## config.mk

```make
export PLATFORM = sky130hd
export DESIGN_NAME = fixed_point_accumulator
export DESIGN_NICKNAME = d
export VERILOG_FILES = /design/src/rtl/fixed_point_accumulator.sv
export SDC_FILE = /design/constraint.sdc
export NUM_CORES = 1
export LEC_CHECK = 0
export ABC_CLOCK_PERIOD_IN_PS = 4000
export CAP_MARGIN = 20
export CORE_MARGIN = 2
export CORE_UTILIZATION = 55
export DETAILED_ROUTE_END_ITERATION = 10
export PLACE_DENSITY = 0.79
export SLEW_MARGIN = 20
export SYNTH_ARGS = -nofsm -noshare
export SYNTH_HDL_FRONTEND = slang
export SYNTH_SLANG_ARGS = --single-unit
export TNS_END_PERCENT = 5
```

## constraint.sdc

```tcl
create_clock -name clk -period 4 [get_ports clk]
set_clock_uncertainty 0.1 [all_clocks]
set_input_delay 1 -clock clk [delete_from_list [all_inputs] [get_ports clk]]
set_output_delay 1 -clock clk [all_outputs]
set_load 0.1 [all_outputs]
```

## src/rtl/fixed_point_accumulator.sv

```systemverilog
// Streaming signed fixed-point accumulator: sums operand packets delimited by in_last or MAX_TERMS.
// Build option: define SATURATE_EN to clamp out-of-range sums instead of wrapping them.
module fixed_point_accumulator #(
  parameter int unsigned WIDTH     = 26,
  parameter int unsigned FRAC      = 18,
  parameter int unsigned GUARD     = 10,
  parameter int unsigned MAX_TERMS = 784,
  localparam int unsigned CW       = $clog2(MAX_TERMS + 1)
) (
  input  logic             clk,
  input  logic             GlobalReset,
  input  logic             in_valid,
  output logic             in_ready,
  input  logic [WIDTH-1:0] in_data,
  input  logic             in_last,
  output logic             out_valid,
  input  logic             out_ready,
  output logic [WIDTH-1:0] out_data,
  output logic [CW-1:0]    out_count,
  output logic             out_ovf,
  output logic             out_trunc
);

  localparam int unsigned AW = WIDTH + GUARD;

  // The guard bits must cover the worst-case packet so the accumulator can never wrap.
  if (MAX_TERMS > 2 ** GUARD) begin : g_bad_guard
    $error("MAX_TERMS exceeds 2**GUARD; accumulator could wrap");
  end
  if (FRAC >= WIDTH) begin : g_bad_frac
    $error("FRAC must be smaller than WIDTH");
  end

  typedef enum logic {StAccum, StHold} state_e;

  state_e          state_q;
  logic [AW-1:0]   acc_q;
  logic [CW-1:0]   cnt_q;
  logic [AW-1:0]   sum;
  logic [GUARD:0]  sum_top;
  logic            sum_ovf;
  logic [WIDTH-1:0] narrow;
  logic            beat;
  logic            close;

  assign in_ready  = (state_q == StAccum);
  assign out_valid = (state_q == StHold);
  assign beat      = in_valid & in_ready;
  assign close     = beat & (in_last | (cnt_q == CW'(MAX_TERMS - 1)));

  always_comb begin
    sum     = acc_q + {{GUARD{in_data[WIDTH-1]}}, in_data};
    // Sum fits in WIDTH only if every bit from the WIDTH-1 sign position upward agrees.
    sum_top = sum[AW-1:WIDTH-1];
    sum_ovf = !((&sum_top) || !(|sum_top));
`ifdef SATURATE_EN
    if (sum_ovf) begin
      narrow = sum[AW-1] ? {1'b1, {(WIDTH-1){1'b0}}} : {1'b0, {(WIDTH-1){1'b1}}};
    end else begin
      narrow = sum[WIDTH-1:0];
    end
`else
    narrow = sum[WIDTH-1:0];
`endif
  end

  always_ff @(posedge clk or negedge GlobalReset) begin
    if (!GlobalReset) begin
      state_q   <= StAccum;
      acc_q     <= '0;
      cnt_q     <= '0;
      out_data  <= '0;
      out_count <= '0;
      out_ovf   <= 1'b0;
      out_trunc <= 1'b0;
    end else begin
      unique case (state_q)
        StAccum: begin
          if (close) begin
            out_data  <= narrow;
            out_count <= cnt_q + CW'(1);
            out_ovf   <= sum_ovf;
            out_trunc <= ~in_last;
            acc_q     <= '0;
            cnt_q     <= '0;
            state_q   <= StHold;
          end else if (beat) begin
            acc_q <= sum;
            cnt_q <= cnt_q + CW'(1);
          end
        end
        StHold: begin
          if (out_ready) begin
            state_q <= StAccum;
          end
        end
        default: state_q <= StAccum;
      endcase
    end
  end

endmodule

```

==> impl_metrics.tcl <==
set metrics [dict create \
    finalSetupViolations 0 \
    drv_cap 0 \
    yosysWarnings 0 \
    post-place-cells 823 \
    async_flop_share 1.000 \
    grtUsageMet3 0.04068 \
    synth-simple-area-share 0.1862 \
    grt_max_degree 86 \
    cts_inserted_buffers 9 \
    core_area_sq_um 9639 \
    num_antenna_cells 0 \
    fin_crit_ns 3.834 \
    slowest_delay_ns 0.67 \
    critPathKind "primary input to flip-flop" \
    rows 36 \
    dieHeight_um 103.0 \
    cts_root_buffer "clkbuf_8" \
    cp.arrival_ns 4.00 \
    tightest_slew_ns 1.016 \
    synth_top_area_frac 0.3947 \
    grt_overflow_total 0 \
    path_cells "clkdlybuf4s50_1, ha_1, and2_1, a221o_1, a31o_4, o31ai_1, a211o_1, nor3_2, nor4_1, nand4_1, nor4_1, nor3b_2" \
    drc 0 \
    endpoint_kind "flip-flop" \
    routedWlPerCell_um 16.69 \
    netlist.top_cell.by_area "dfrtp_1" \
    portBuffers 70 \
    crit_fanout 7 \
    synth-main-ff-cell "dfrtp_1" \
    tritoncts "built" \
    grt_pass1_wl_um 23280 \
    synth_top_family_by_area "compound AO/OA/AOI/OAI gates" \
    hold_viol 0 \
    clk_path_buf_depth 2 \
    synth_edf_count 0 \
    drive_gt1_frac 0.1586 \
    drv_slew 0 \
    synth_fa_ha_area_frac 0.08730 \
    die_area_sq_um 10610 \
    dieWidth_um 103.0 \
    synth-seq-cells 85 \
    ys_types 66 \
    slew_headroom 0.3204 \
    crit_top_cell "nor4_1" \
    ys_top_cells_by_area "dfrtp_1 39%, ha_1 8.4%, nand2_1 7.7%" \
    whs_ns 0.3801 \
    grt_util_met1 0.3611 \
    peakVddDrop_mv 0.5689 \
    critPathSlowestCell "clkdlybuf4s50_1" \
    ctsHoldBuffers 0 \
    leakage_nw 3.114 \
    cp.required_ns 4.16 \
    start_kind "primary input" \
    synth.avg_cell_area_sq_um 9.165 \
    status "completed" \
    dp_hpwl_um 10010 \
    power_density_nw_per_um2 875.3 \
    synth_compound_area_frac 0.2169 \
    viasPerCell 5.847 \
    syn_inst 588 \
    top_usage_layer "met2" \
    r2r_setup_slack_ns 0.85 \
    synth_top_cells_by_count "111 x nand2_1, 85 x dfrtp_1, 41 x o21ai_0" \
    period_share 0.9585 \
    gp_congestion 0.8946 \
    yosysSeqAreaShare 0.3947 \
    clock-sinks 85 \
    synth.most_common_cell "nand2_1" \
    start_util 0.5591 \
    worstHoldPathType "flip-flop to flip-flop" \
    htreeDepth 3 \
    fin_nets 769 \
    antenna_found_initial 0 \
    vias 4906 \
    clkTransAtPathRegs_ns 0.10 \
    rsz0062_at_grt "no" \
    muxShareOfSynthArea 0.02763 \
    synth.net_count 656 \
    wirelength_um 14000 \
    grt_pass1_vias 4976 \
    synth-xor-area-share 0.05828 \
    fmax_mhz 260.8 \
    globalRouteMet2Util 0.4700 \
    worstSkewPairLatency_ns 0.37 \
    ctsResizeCount 0 \
    boundaryPins 71 \
    first_pass_iters 6 \
    syn-cell-area_sq_um 5389 \
    syn2layout_area_growth_pct 26.07 \
    postRouteAntennaNets 0 \
    drtIter0Drc 214 \
    grt_usage 0.2771 \
    finalNonFillerCells 839 \
]
==> state kept, by name, summed over array words and instances, names as in the netlist <==
| register | cells |
|---|---|
| acc_q | 36 |
| out_data | 26 |
| cnt_q | 10 |
| out_count | 10 |
| out_ovf | 1 |
| out_trunc | 1 |
| out_valid | 1 |
==> cell families (layout without fill, tap and decap cells) <==
group                    Yosys count  count (layout)
adder cells (fa/ha/maj)           37              37
XOR/XNOR                          35              35
multiplexers                      13              13
AND/OR/NAND/NOR                  213             213
buffers and inverters             38             156
flip-flops                        85              85
AO/OA/AOI/OAI                    167             167
==> cells in the final DEF, fill, tap and decap left out, types with 4 or more instances in the layout <==
cell type,count
o31ai_1,5
clkdlybuf4s50_1,69
inv_1,12
buf_4,58
ha_1,36
nand2_1,111
a21o_1,11
nand3_1,14
clkbuf_8,10
dfrtp_1,85
a21oi_2,4
xor2_1,16
o21ai_1,8
nor2b_1,6
nor2_1,22
a21oi_1,31
and3_1,8
a22o_1,29
o21ai_0,41
xnor2_1,18
o21a_1,8
o21bai_1,6
nand4_1,13
mux2_2,12
nor4_1,4
nor3_1,10
==> per-layer routing <==
layer | share of wire | routed length, um | up-vias
li1 | - | - | 2354
met1 | 0.44 | 6181 | 2349
met2 | 0.49 | 6859 | 165
met3 | 0.043 | 606 | 38
met4 | 0.025 | 356 | 0
met5 | 0 | 0 | -
==> final cells by class <==
type / instances / area (sq um)
repair buffers: 128 / 1137
flip-flops and latches: 85 / 2127
clock buffers: 10 / 137.6
fillers: 766 / 2845
multi-input cells: 465 / 3110
inverters: 12 / 45.04
well taps: 133 / 166.4
clock inverters: 6 / 70.07
==> power by group <==
| part | switching (mW) | internal, mW | leakage (nW) |
|---|---|---|---|
| combinational | 2.52 | 1.42 | 1.93 |
| clock | 0.351 | 0.309 | 0.0951 |
| sequential | 0.183 | 1.16 | 1.09 |
| total | 3.05 | 2.89 | 3.11 |
==> metrics by stage <==
step	area [sq um]	utilization	total power, mW	worst slack [ns]	TNS, ns
final	6794	0.7048	5.947	0.1661	0
after global routing	6794	0.7048	6.297	0.02829	0
after CTS	6790	0.7044	5.932	0.1679	0
after detailed placement	6583	0.6829	5.241	-0.2169	-0.3089
after global placement	6583	0.6829	5.159	-0.1353	-0.1496
after floorplan	5389	-	4.114	0.4555	0
==> worst max-delay path: cells and delay by family <==
kind,cells,cell delay [ns]
and+or+nand+nor,6,1.09
buffers and inverters,1,0.67
adders and majority gates,1,0.32
AOI/OAI and AO/OA,4,0.92
==> worst paths after layout <==
path                                   start            to  cells after the start
worst min register to register  out_data[22]  out_data[22]                      2
max in group asynchronous        GlobalReset     acc_q[21]                      1
worst min-delay path            out_data[22]  out_data[22]                      2
worst max-delay path             in_data[25]       out_ovf                     12
min in group asynchronous        GlobalReset   out_data[8]                      1
worst max register to register      acc_q[6]       out_ovf                     11
==> what timing repair did <==
item,CTS,global route
setup endpoints to repair,0,1
buffers inserted,0,0
endpoints found under the hold margin,0,0
No activity file was read; power rests on OpenSTA's default activity.
